$ cat config.mk
export PLATFORM = sky130hd
export DESIGN_NAME = lru_victim_md_flat
export DESIGN_NICKNAME = d
export VERILOG_FILES = /design/src/rtl/lru_victim_md_pkg.sv /design/src/rtl/lru_victim_md_if.sv /design/src/rtl/lru_age_upd_md.sv /design/src/rtl/lru_victim_md.sv /design/src/flat_wrapper.sv
export SDC_FILE = /design/constraint.sdc
export NUM_CORES = 1
export LEC_CHECK = 0
export CAP_MARGIN = 25
export CELL_PAD_IN_SITES_DETAIL_PLACEMENT = 0
export CELL_PAD_IN_SITES_GLOBAL_PLACEMENT = 1
export CORE_ASPECT_RATIO = 0.8
export CORE_MARGIN = 8
export CORE_UTILIZATION = 50
export CTS_BUF_LIST = sky130_fd_sc_hd__clkbuf_2 sky130_fd_sc_hd__clkbuf_4 sky130_fd_sc_hd__clkbuf_8
export CTS_CLUSTER_SIZE = 12
export DETAILED_ROUTE_END_ITERATION = 8
export HOLD_SLACK_MARGIN = 0.02
export PLACE_DENSITY_LB_ADDON = 0.2
export SLEW_MARGIN = 20
export SYNTH_ARGS = -nofsm -noshare
export SYNTH_HDL_FRONTEND = slang
export SYNTH_HIERARCHICAL = 1
export SYNTH_SLANG_ARGS = --single-unit
$ cat constraint.sdc
create_clock -name clk -period 3.85 [get_ports clk]
set_input_delay 0.77 -clock clk [delete_from_list [all_inputs] [get_ports clk]]
set_output_delay 0.77 -clock clk [all_outputs]
set_load 0.02 [all_outputs]
$ cat src/rtl/lru_victim_md_pkg.sv
// Shared cache parameters for the level-2 LRU replacement stage.
// Provides the level-2 geometry macros (defaulted here when the shared
// defines have not already set them) and package-level localparams.
`ifndef ASSOC_LV2
`define ASSOC_LV2 4
`endif
`ifndef ASSOC_WID_LV2
`define ASSOC_WID_LV2 2
`endif
`ifndef NUM_SETS_LV2
`define NUM_SETS_LV2 16
`endif
`ifndef INDEX_WID_LV2
`define INDEX_WID_LV2 4
`endif

package lru_victim_md_pkg;

  localparam int unsigned ASSOC     = `ASSOC_LV2;
  localparam int unsigned ASSOC_WID = `ASSOC_WID_LV2;
  localparam int unsigned NUM_SETS  = `NUM_SETS_LV2;
  localparam int unsigned INDEX_WID = `INDEX_WID_LV2;

endpackage

$ cat src/rtl/lru_victim_md_if.sv
// Bus between cache controller / free-block detector and the LRU victim stage.
// master: controller side (drives update, request and detector result).
// slave : LRU stage (returns registered victim).
interface lru_victim_md_if
  import lru_victim_md_pkg::*;
#(
  parameter int unsigned P_ASSOC_WID = ASSOC_WID,
  parameter int unsigned P_INDEX_WID = INDEX_WID
);

  logic                   lru_upd;
  logic [P_INDEX_WID-1:0] lru_upd_index;
  logic [P_ASSOC_WID-1:0] lru_upd_blk;
  logic                   victim_req;
  logic [P_INDEX_WID-1:0] victim_index;
  logic                   blk_free;
  logic [P_ASSOC_WID-1:0] free_blk_num;
  logic                   victim_vld;
  logic [P_ASSOC_WID-1:0] victim_blk_num;

  modport master (
    output lru_upd, lru_upd_index, lru_upd_blk,
    output victim_req, victim_index, blk_free, free_blk_num,
    input  victim_vld, victim_blk_num
  );

  modport slave (
    input  lru_upd, lru_upd_index, lru_upd_blk,
    input  victim_req, victim_index, blk_free, free_blk_num,
    output victim_vld, victim_blk_num
  );

endinterface

$ cat src/rtl/lru_age_upd_md.sv
// Combinational true-LRU age update for one set.
// Ports: ages_in  - packed ages of the set (way w at [w*ASSOC_WID +: ASSOC_WID])
//        blk      - way being accessed (becomes MRU, age 0)
//        ages_out - packed ages after the access
module lru_age_upd_md
  import lru_victim_md_pkg::*;
#(
  parameter int unsigned P_ASSOC     = ASSOC,
  parameter int unsigned P_ASSOC_WID = ASSOC_WID
) (
  input  logic [P_ASSOC*P_ASSOC_WID-1:0] ages_in,
  input  logic [P_ASSOC_WID-1:0]         blk,
  output logic [P_ASSOC*P_ASSOC_WID-1:0] ages_out
);

  logic [P_ASSOC_WID-1:0] old_age;

  // Age of the accessed way before the update.
  always_comb begin
    old_age = '0;
    for (int w = 0; w < int'(P_ASSOC); w++) begin
      if (P_ASSOC_WID'(w) == blk) old_age = ages_in[w*P_ASSOC_WID +: P_ASSOC_WID];
    end
  end

  // Younger-than-old ways age by one; older ways keep their age. No wrap is
  // possible because only ages strictly below old_age are incremented.
  always_comb begin
    ages_out = ages_in;
    for (int w = 0; w < int'(P_ASSOC); w++) begin
      if (P_ASSOC_WID'(w) == blk) begin
        ages_out[w*P_ASSOC_WID +: P_ASSOC_WID] = '0;
      end else if (ages_in[w*P_ASSOC_WID +: P_ASSOC_WID] < old_age) begin
        ages_out[w*P_ASSOC_WID +: P_ASSOC_WID] =
          ages_in[w*P_ASSOC_WID +: P_ASSOC_WID] + P_ASSOC_WID'(1);
      end
    end
  end

endmodule

$ cat src/rtl/lru_victim_md.sv
// True-LRU replacement choice per set. Tracks per-way ages, updates them on
// completed accesses and returns the allocation way one cycle after a request:
// the detector's free way if one exists, otherwise the set's LRU way.
// Ports: clk, rst_n (async active-low), bus (slave side of lru_victim_md_if).
module lru_victim_md
  import lru_victim_md_pkg::*;
#(
  parameter int unsigned P_ASSOC     = ASSOC,
  parameter int unsigned P_ASSOC_WID = ASSOC_WID,
  parameter int unsigned P_NUM_SETS  = NUM_SETS,
  parameter int unsigned P_INDEX_WID = INDEX_WID
) (
  input  logic          clk,
  input  logic          rst_n,
  lru_victim_md_if.slave bus
);

  localparam int unsigned AGES_WID = P_ASSOC * P_ASSOC_WID;

  // Every index value must map to a tracked set.
  if (P_NUM_SETS != (1 << P_INDEX_WID)) begin : g_bad_cfg
    $error("lru_victim_md: P_NUM_SETS must equal 2**P_INDEX_WID");
  end

  logic [AGES_WID-1:0]    age_q [P_NUM_SETS];
  logic [AGES_WID-1:0]    upd_cur_c;
  logic [AGES_WID-1:0]    upd_new_c;
  logic [AGES_WID-1:0]    req_cur_c;
  logic [P_ASSOC_WID-1:0] lru_way_c;
  logic [P_ASSOC_WID-1:0] choice_c;
  logic                   vld_q;
  logic [P_ASSOC_WID-1:0] blk_q;

  // Reset ordering: way w has age w, so the highest way is LRU.
  function automatic logic [AGES_WID-1:0] reset_ages();
    logic [AGES_WID-1:0] r;
    r = '0;
    for (int w = 0; w < int'(P_ASSOC); w++) r[w*P_ASSOC_WID +: P_ASSOC_WID] = P_ASSOC_WID'(w);
    return r;
  endfunction

  // Way holding the maximum age; ages are a permutation so exactly one matches.
  function automatic logic [P_ASSOC_WID-1:0] find_lru(input logic [AGES_WID-1:0] ages);
    logic [P_ASSOC_WID-1:0] r;
    r = '0;
    for (int w = 0; w < int'(P_ASSOC); w++) begin
      if (ages[w*P_ASSOC_WID +: P_ASSOC_WID] == P_ASSOC_WID'(P_ASSOC - 1)) r = P_ASSOC_WID'(w);
    end
    return r;
  endfunction

  // Set lookups for the update and request paths.
  always_comb begin
    upd_cur_c = age_q[bus.lru_upd_index];
    req_cur_c = age_q[bus.victim_index];
  end

  lru_age_upd_md #(
    .P_ASSOC     (P_ASSOC),
    .P_ASSOC_WID (P_ASSOC_WID)
  ) u_age_upd (
    .ages_in  (upd_cur_c),
    .blk      (bus.lru_upd_blk),
    .ages_out (upd_new_c)
  );

  // Victim uses pre-update ages even when an update hits the same set.
  always_comb begin
    lru_way_c = find_lru(req_cur_c);
    choice_c  = bus.blk_free ? bus.free_blk_num : lru_way_c;
  end

  // Age state and registered victim result.
  always_ff @(posedge clk or negedge rst_n) begin
    if (!rst_n) begin
      for (int s = 0; s < int'(P_NUM_SETS); s++) age_q[s] <= reset_ages();
      vld_q <= 1'b0;
      blk_q <= '0;
    end else begin
      if (bus.lru_upd) age_q[bus.lru_upd_index] <= upd_new_c;
      vld_q <= bus.victim_req;
      if (bus.victim_req) blk_q <= choice_c;
    end
  end

  assign bus.victim_vld     = vld_q;
  assign bus.victim_blk_num = blk_q;

endmodule

$ cat src/flat_wrapper.sv
// flat-port wrapper written by rule: the top's interface ports become plain ports
module lru_victim_md_flat import lru_victim_md_pkg::*;
#(
  parameter int unsigned P_ASSOC     = ASSOC,
  parameter int unsigned P_ASSOC_WID = ASSOC_WID,
  parameter int unsigned P_NUM_SETS  = NUM_SETS,
  parameter int unsigned P_INDEX_WID = INDEX_WID
)
  (clk, rst_n, bus_lru_upd, bus_lru_upd_index, bus_lru_upd_blk, bus_victim_req, bus_victim_index, bus_blk_free, bus_free_blk_num, bus_victim_vld, bus_victim_blk_num);
  lru_victim_md_if #(.P_ASSOC_WID(P_ASSOC_WID), .P_INDEX_WID(P_INDEX_WID)) bus_i ();
  input  logic clk;
  input  logic rst_n;
  input wire logic [$bits(bus_i.lru_upd)-1:0] bus_lru_upd;
  input wire logic [$bits(bus_i.lru_upd_index)-1:0] bus_lru_upd_index;
  input wire logic [$bits(bus_i.lru_upd_blk)-1:0] bus_lru_upd_blk;
  input wire logic [$bits(bus_i.victim_req)-1:0] bus_victim_req;
  input wire logic [$bits(bus_i.victim_index)-1:0] bus_victim_index;
  input wire logic [$bits(bus_i.blk_free)-1:0] bus_blk_free;
  input wire logic [$bits(bus_i.free_blk_num)-1:0] bus_free_blk_num;
  output wire logic [$bits(bus_i.victim_vld)-1:0] bus_victim_vld;
  output wire logic [$bits(bus_i.victim_blk_num)-1:0] bus_victim_blk_num;
  assign bus_i.lru_upd = bus_lru_upd;
  assign bus_i.lru_upd_index = bus_lru_upd_index;
  assign bus_i.lru_upd_blk = bus_lru_upd_blk;
  assign bus_i.victim_req = bus_victim_req;
  assign bus_i.victim_index = bus_victim_index;
  assign bus_i.blk_free = bus_blk_free;
  assign bus_i.free_blk_num = bus_free_blk_num;
  assign bus_victim_vld = bus_i.victim_vld;
  assign bus_victim_blk_num = bus_i.victim_blk_num;
  lru_victim_md #(.P_ASSOC(P_ASSOC), .P_ASSOC_WID(P_ASSOC_WID), .P_NUM_SETS(P_NUM_SETS), .P_INDEX_WID(P_INDEX_WID)) u_core (.clk(clk), .rst_n(rst_n), .bus(bus_i));
endmodule
==> out/results.ini, run 1 <==
[global_routing]
grt_max_degree = 37
grt_pass1_wl_um = 29100
grt_use_total_pct = 21.2
grt-ovfl-total = 0
first_global_vias = 4954
antenna_found_initial = 0

[yosys]
yosys-top-cells-area = dfstp_2, dfrtp_1, mux2_2
yosysTopAreaCell = dfstp_2
synth.area.mux_share_pct = 34.9
syn_area_um2 = 7020
synth-async-reset-ratio_pct = 100
synthFlopType = dfrtp_1
synth_cells = 502
synth_fp_nets = 523
synth_compound_area_share_pct = 3.51
synth.distinct_cells = 52
synth_xor_xnor_area_share_pct = 0.499
synthSimpleGateAreaFrac_pct = 10.0
synth-seq-cells = 131
avgSynthCellArea_um2 = 14.0
synth_top_family_by_area = multiplexers
synth_edf_count = 0
synthAdderAreaFrac_pct = 0.713
ys_seq_area_share_pct = 47.9
synth_top_area_share_pct = 24.0
yosysWarnings = 6

[floorplanning]
fp.dieArea_um2 = 18100
fp.dieH_um = 122
rows = 38
ios = 20
die_x_um = 148
coreArea_um2 = 13600
start_util_pct = 51.4

[routing]
postRouteAntennaNets = 0
drt_iter0_markers = 241
routedWlPerCell_um = 23.7
vias = 4670
drc = 0
drt_pre_antenna_iters = 5
viasPerCell = 6.18
wl_um = 17900

[timing]
hold_viol_final = 0
maxSlewHeadroom_pct = 54.7
finalCritPeriodShare_pct = 96.3
rsz0062_at_grt = no
final-max-slew-violation-count = 0
worst_slew_pin_slew_ns = 0.678
period_needed_ns = 3.71
finalSetupViolCount = 0
fmaxAchievable_mhz = 270
skew_ns = 0.0158

[critical_path]
cp_max_fo = 16
path_class = input port to flop
arrival_ns = 4.08
crit_required_ns = 4.22
crit_path_start_kind = input port
cp-end-kind = flop

[cts]
clk_pin_slew_ns = 0.09
cts_tree = done
cts_root_buffer = clkbuf_8
hold_buffers = 0
clk-insertion-delay-late_ns = 0.45
cts_buffers = 17
clock-sinks = 131
cts_max_level = 4
clockBufferDepth = 2

[power_and_ir_drop]
power_density_nw_per_um2 = 343
leakagePower_nw = 3.44
peakVddDrop_uv = 307

[flow_run]
maxCapViolCount = 0

[layout]
areaGrowthSynthToFinish_pct = 17.8
nets = 584
antenna_cells = 0
final_cell_mix = mux2_2, dfrtp_1, dfstp_2
final_common_cell = mux2_2
final_area_um2 = 8260
drive_gt1_share_pct = 60.4
fin_cells = 756

[place]
dp_hpwl_um = 13200
placed_area_um2 = 7790
dp_cells = 723
gp_congestion = 0.918
io_buffer_count = 19

[status]
status = completed

[worst_hold_path]
hp-class = input port to async pin

-- sequential cells by signal (all words and copies together) (netlist names) --
signal and count:
u_core/age_q 128, u_core/bus.victim_blk_num 2, u_core/bus.victim_vld 1
-- layer usage --
metal | GRT usage [%] | vias to the layer above | part of all wire (%)
met5 | 0 | - | 0
met4 | 6.93 | 0 | 1.9
met3 | 4.97 | 23 | 6.4
met2 | 30.5 | 140 | 44
met1 | 31.1 | 2456 | 48
li1 | - | 2051 | -
-- synth_stat cells, types with 5 or more instances --
master	instances
nand3b_1	11
dfstp_2	64
nor2b_1	5
o211ai_1	5
nor3_2	6
nand3_1	16
dfrtp_1	67
clkbuf_1	17
inv_1	5
and3b_1	5
nor2_1	9
nand4_1	5
buf_2	9
mux2_2	128
nor3b_1	7
mux4_2	43
o21ai_0	9
nand2_1	28
-- layout make-up --
cell class | instances | area [µm²]
clock buffers | 19 | 255
fillers | 1055 | 5380
clock inverters | 13 | 173
multi-input cells | 334 | 3550
well taps | 180 | 225
inverters | 6 | 22.5
repair buffers | 73 | 683
flip-flops and latches | 131 | 3360
-- path summary, 6_finish.rpt --
path | from | end | slack, ns | depth (start not counted)
setup / recovery | bus_lru_upd_index[0] | u_core/age_q[87] | 0.14 | 13
hold / removal | rst_n | u_core/age_q[80] | 0.27 | 1
setup reg to reg | u_core/age_q[3] | u_core/age_q[87] | 0.51 | 11
hold reg to reg | u_core/age_q[24] | u_core/age_q[24] | 0.51 | 1
max in group asynchronous | rst_n | u_core/age_q[117] | 2.70 | 2
min in group clk | u_core/age_q[24] | u_core/age_q[24] | 0.51 | 1
-- where the power goes --
part           leakage [nW]  total, mW  switching [mW]  internal, mW
combinational          1.64      0.209           0.123        0.0865
clock                 0.215       1.24           0.567         0.675
sequential             1.59       1.38         0.00158          1.38
total                  3.44       2.84           0.692          2.14
-- through the flow --
stage	total power, mW	TNS, ns	setup WS, ns	utilization (%)	hold WS [ns]
finish	2.84	0	0.142	60.6	0.275
CTS	2.87	0	0.0371	60.3	0.256
floorplan	1.52	0	0.0187	-	0.474
detailed placement	1.62	-52.08	-0.745	57.1	0.494
global placement	1.61	-35.66	-0.517	57.1	0.486
global route	2.95	0	0.00286	60.6	0.271
-- timing repair --
item | CTS | global route
resized for setup | 4 | 2
buffers inserted | 0 | 1
endpoints found under the setup margin | 52 | 48
-- critical path, cell delays in order --
cell and delay, ns:
buf_2 0.16, buf_4 0.24, mux4_2 0.53, mux4_2 0.52, mux4_2 0.47, inv_2 0.10, buf_4 0.11, ha_1 0.24
nor3b_1 0.24, xnor2_1 0.20, a21oi_4 0.06, buf_12 0.15, mux2_2 0.27
-- logic make-up (layout without fill, tap and decap cells) --
| logic type | after synthesis | count (layout) |
|---|---|---|
| flip-flops | 131 | 131 |
| adder cells (fa/ha/maj) | 4 | 4 |
| multiplexers | 173 | 173 |
| buffers and inverters | 37 | 111 |
| AO/OA/AOI/OAI | 35 | 35 |
| AND/OR/NAND/NOR | 118 | 118 |
| XOR/XNOR | 4 | 4 |
Power figures use the tool's default switching activity.
==> run 2, diff against run 1 <==
PLACE_DENSITY_LB_ADDON = 0.1   (was 0.2)
==> run 2 against run 1 <==
Global-route usage decreased by 0.34 points. First-iteration DRC count grew 73%. Clock power fell by 4%. Worst hold slack improved by 0.065 ns. Count of clock-buffer cells in the layout fell by 1. Sequential share of layout area is 0.44 points higher. Wire length is 0.24% higher. Die area unchanged. Maximum frequency shrank 0.37%. Critical path type unchanged. Largest cell class unchanged. Largest power group unchanged.
==> out/results.ini, run 2 (synthesis results as in run 1) <==
[status]
status = completed

[cts]
cts_root_buffer = clkbuf_8
clk_pin_slew_ns = 0.07  ; -0.02 ns
cts_max_level = 4  ; unchanged
cts_tree = done
clock-sinks = 131  ; unchanged
postCtsSetupBuffers = 0  ; unchanged
cts_buffers = 17  ; unchanged
clockBufferDepth = 2  ; unchanged
clk-insertion-delay-late_ns = 0.45  ; about the same
hold_buffers = 0  ; unchanged

[routing]
wl_um = 17900  ; +0.24%
drt_iter0_markers = 416  ; +73%
drc = 0  ; unchanged
postRouteAntennaNets = 0  ; unchanged
routedWlPerCell_um = 24.1  ; +1.7%
vias = 4645  ; -0.54%
drt_pre_antenna_iters = 5  ; unchanged
viasPerCell = 6.23  ; +0.93%

[place]
placed_area_um2 = 7750  ; -0.48%
dp_hpwl_um = 13000  ; -1.7%
io_buffer_count = 19  ; unchanged
gp_congestion = 0.829  ; -9.7%

[critical_path]
arrival_ns = 4.11  ; +0.03 ns
crit_buf_inv = 4  ; -1
crit_required_ns = 4.24  ; +0.02 ns
slowest_stage = mux4_2
critPathMaxStageDelay_ns = 0.57  ; +0.04 ns
cp-startpoint = bus_lru_upd_index[0]
timing.rr.start = u_core/age_q[3]
cp_max_fo = 16  ; unchanged
crit_path_start_kind = input port
cp_top_family = multiplexers
cp-end-kind = flop
crit_chain = buf_2 > buf_12 > mux4_2 > mux4_2 > mux4_2 > inv_2 > buf_4 > ha_1 > nor3b_1 > xnor2_1 > a21oi_4 > mux2_2
cp_common_cell = mux4_2
path_class = input port to flop

[timing]
finalCritPeriodShare_pct = 96.7  ; +0.36 points
hold_viol_final = 0  ; unchanged
maxSlewHeadroom_pct = 35.5  ; -19 points
period_needed_ns = 3.72  ; +0.0137 ns
rsz0062_at_grt = no
finalSetupViolCount = 0  ; unchanged
worst_slew_pin_slew_ns = 0.962  ; +0.284 ns
skew_ns = 0.0105  ; -0.00526 ns
final-max-slew-violation-count = 0  ; unchanged
fmaxAchievable_mhz = 269  ; -0.37%

[power_and_ir_drop]
peakVddDrop_uv = 257  ; -16%
leakagePower_nw = 3.38  ; -1.6%
power_density_nw_per_um2 = 341  ; -0.62%
power_mw = 2.79  ; -1.7%

[global_routing]
first_global_vias = 4746  ; -4.2%
antenna_found_initial = 0  ; unchanged
grt-ovfl-total = 0  ; unchanged
grt_max_degree = 87  ; +140%
grt_pass1_wl_um = 28500  ; -1.8%
grt_use_total_pct = 20.9  ; -0.34 points

[layout]
final_common_cell = mux2_2
antenna_cells = 0  ; unchanged
drive_gt1_share_pct = 59.5  ; -0.95 points
final_area_um2 = 8180  ; -1.1%
final_cell_mix = mux2_2, dfrtp_1, dfstp_2
largest_reg_flops = 128  ; unchanged
nets = 573  ; -1.9%
top_register = u_core/age_q
areaGrowthSynthToFinish_pct = 16.5

[floorplanning]
rows = 38  ; unchanged
die_x_um = 148  ; unchanged
start_util_pct = 51.4  ; unchanged
ios = 20  ; unchanged
coreArea_um2 = 13600  ; unchanged
fp.dieH_um = 122  ; unchanged
fp.dieArea_um2 = 18100  ; unchanged

[worst_hold_path]
hp-class = input port to async pin

[flow_run]
maxCapViolCount = 0  ; unchanged

run 2: cell count changes in the layout (fill, tap and decap cells not counted):
cell	change
buf_12	+2
buf_4	-13
clkbuf_8	-1
clkinv_2	+4
clkinv_4	-2
clkinvlp_4	+2
inv_6	-3
nor2_1	+1
nor2_4	-1
run 2: area by class of cell:
cell class	count	area (µm²)
Sequential cell	131	3360
Inverter	6	22.5
Tap cell	180	225
Clock buffer	18	241
Timing Repair Buffer	62	626
Multi-Input combinational cell	334	3540
Fill cell	1073	5470
Clock inverter	14	164
run 2: stage by stage:
stage / util (%) / hold WS (ns) / cells / setup WS [ns] / setup TNS (ns)
finish: 59.9 / 0.339 / 745 / 0.128 / 0
global route: 59.9 / 0.355 / 745 / 0.0415 / 0
CTS: 59.8 / 0.336 / 745 / 0.0208 / 0
detailed placement: 56.8 / 0.492 / 713 / -0.570 / -36.27
global placement: 56.7 / 0.484 / 712 / -0.653 / -38.65
floorplan: - / 0.474 / 502 / 0.0187 / 0
run 2: worst paths after layout:
| path | to | slack [ns] | depth (start not counted) |
|---|---|---|---|
| min in group clk | u_core/age_q[72] | 0.51 | 1 |
| max reg2reg | u_core/age_q[7] | 0.41 | 10 |
| min reg2reg | u_core/age_q[72] | 0.51 | 1 |
| max | u_core/age_q[7] | 0.13 | 12 |
| max in group asynchronous | u_core/age_q[15] | 2.61 | 2 |
| min | u_core/age_q[107] | 0.34 | 1 |
run 2: per-layer routing:
layer	vias up	global-route usage, %	wire (µm)
met4	0	5.09	172
li1	2023	-	-
met5	-	0	0
met1	2470	30.6	8610
met2	133	29.8	8020
met3	19	6.26	1120
run 2: report_power, final:
part | switching, mW | internal (mW)
registers | 0.00146 | 1.38
clock network | 0.548 | 0.644
logic | 0.127 | 0.0853
total | 0.677 | 2.11
run 2: timing repair:
| item | in CTS | in global routing |
|---|---|---|
| setup endpoints to repair | 16 | 33 |
| gates cloned | 0 | 0 |
| gates resized for setup | 1 | 3 |
| endpoints found under the hold margin | 0 | 0 |
run 2: worst register-to-register path, stage by stage (launching register included):
cell	delay, ns
dfrtp_1	0.43
mux4_2	0.51
mux4_2	0.52
mux4_2	0.48
inv_2	0.09
buf_4	0.11
ha_1	0.24
nor3b_1	0.25
xnor2_1	0.14
a21oi_4	0.37
mux2_2	0.25
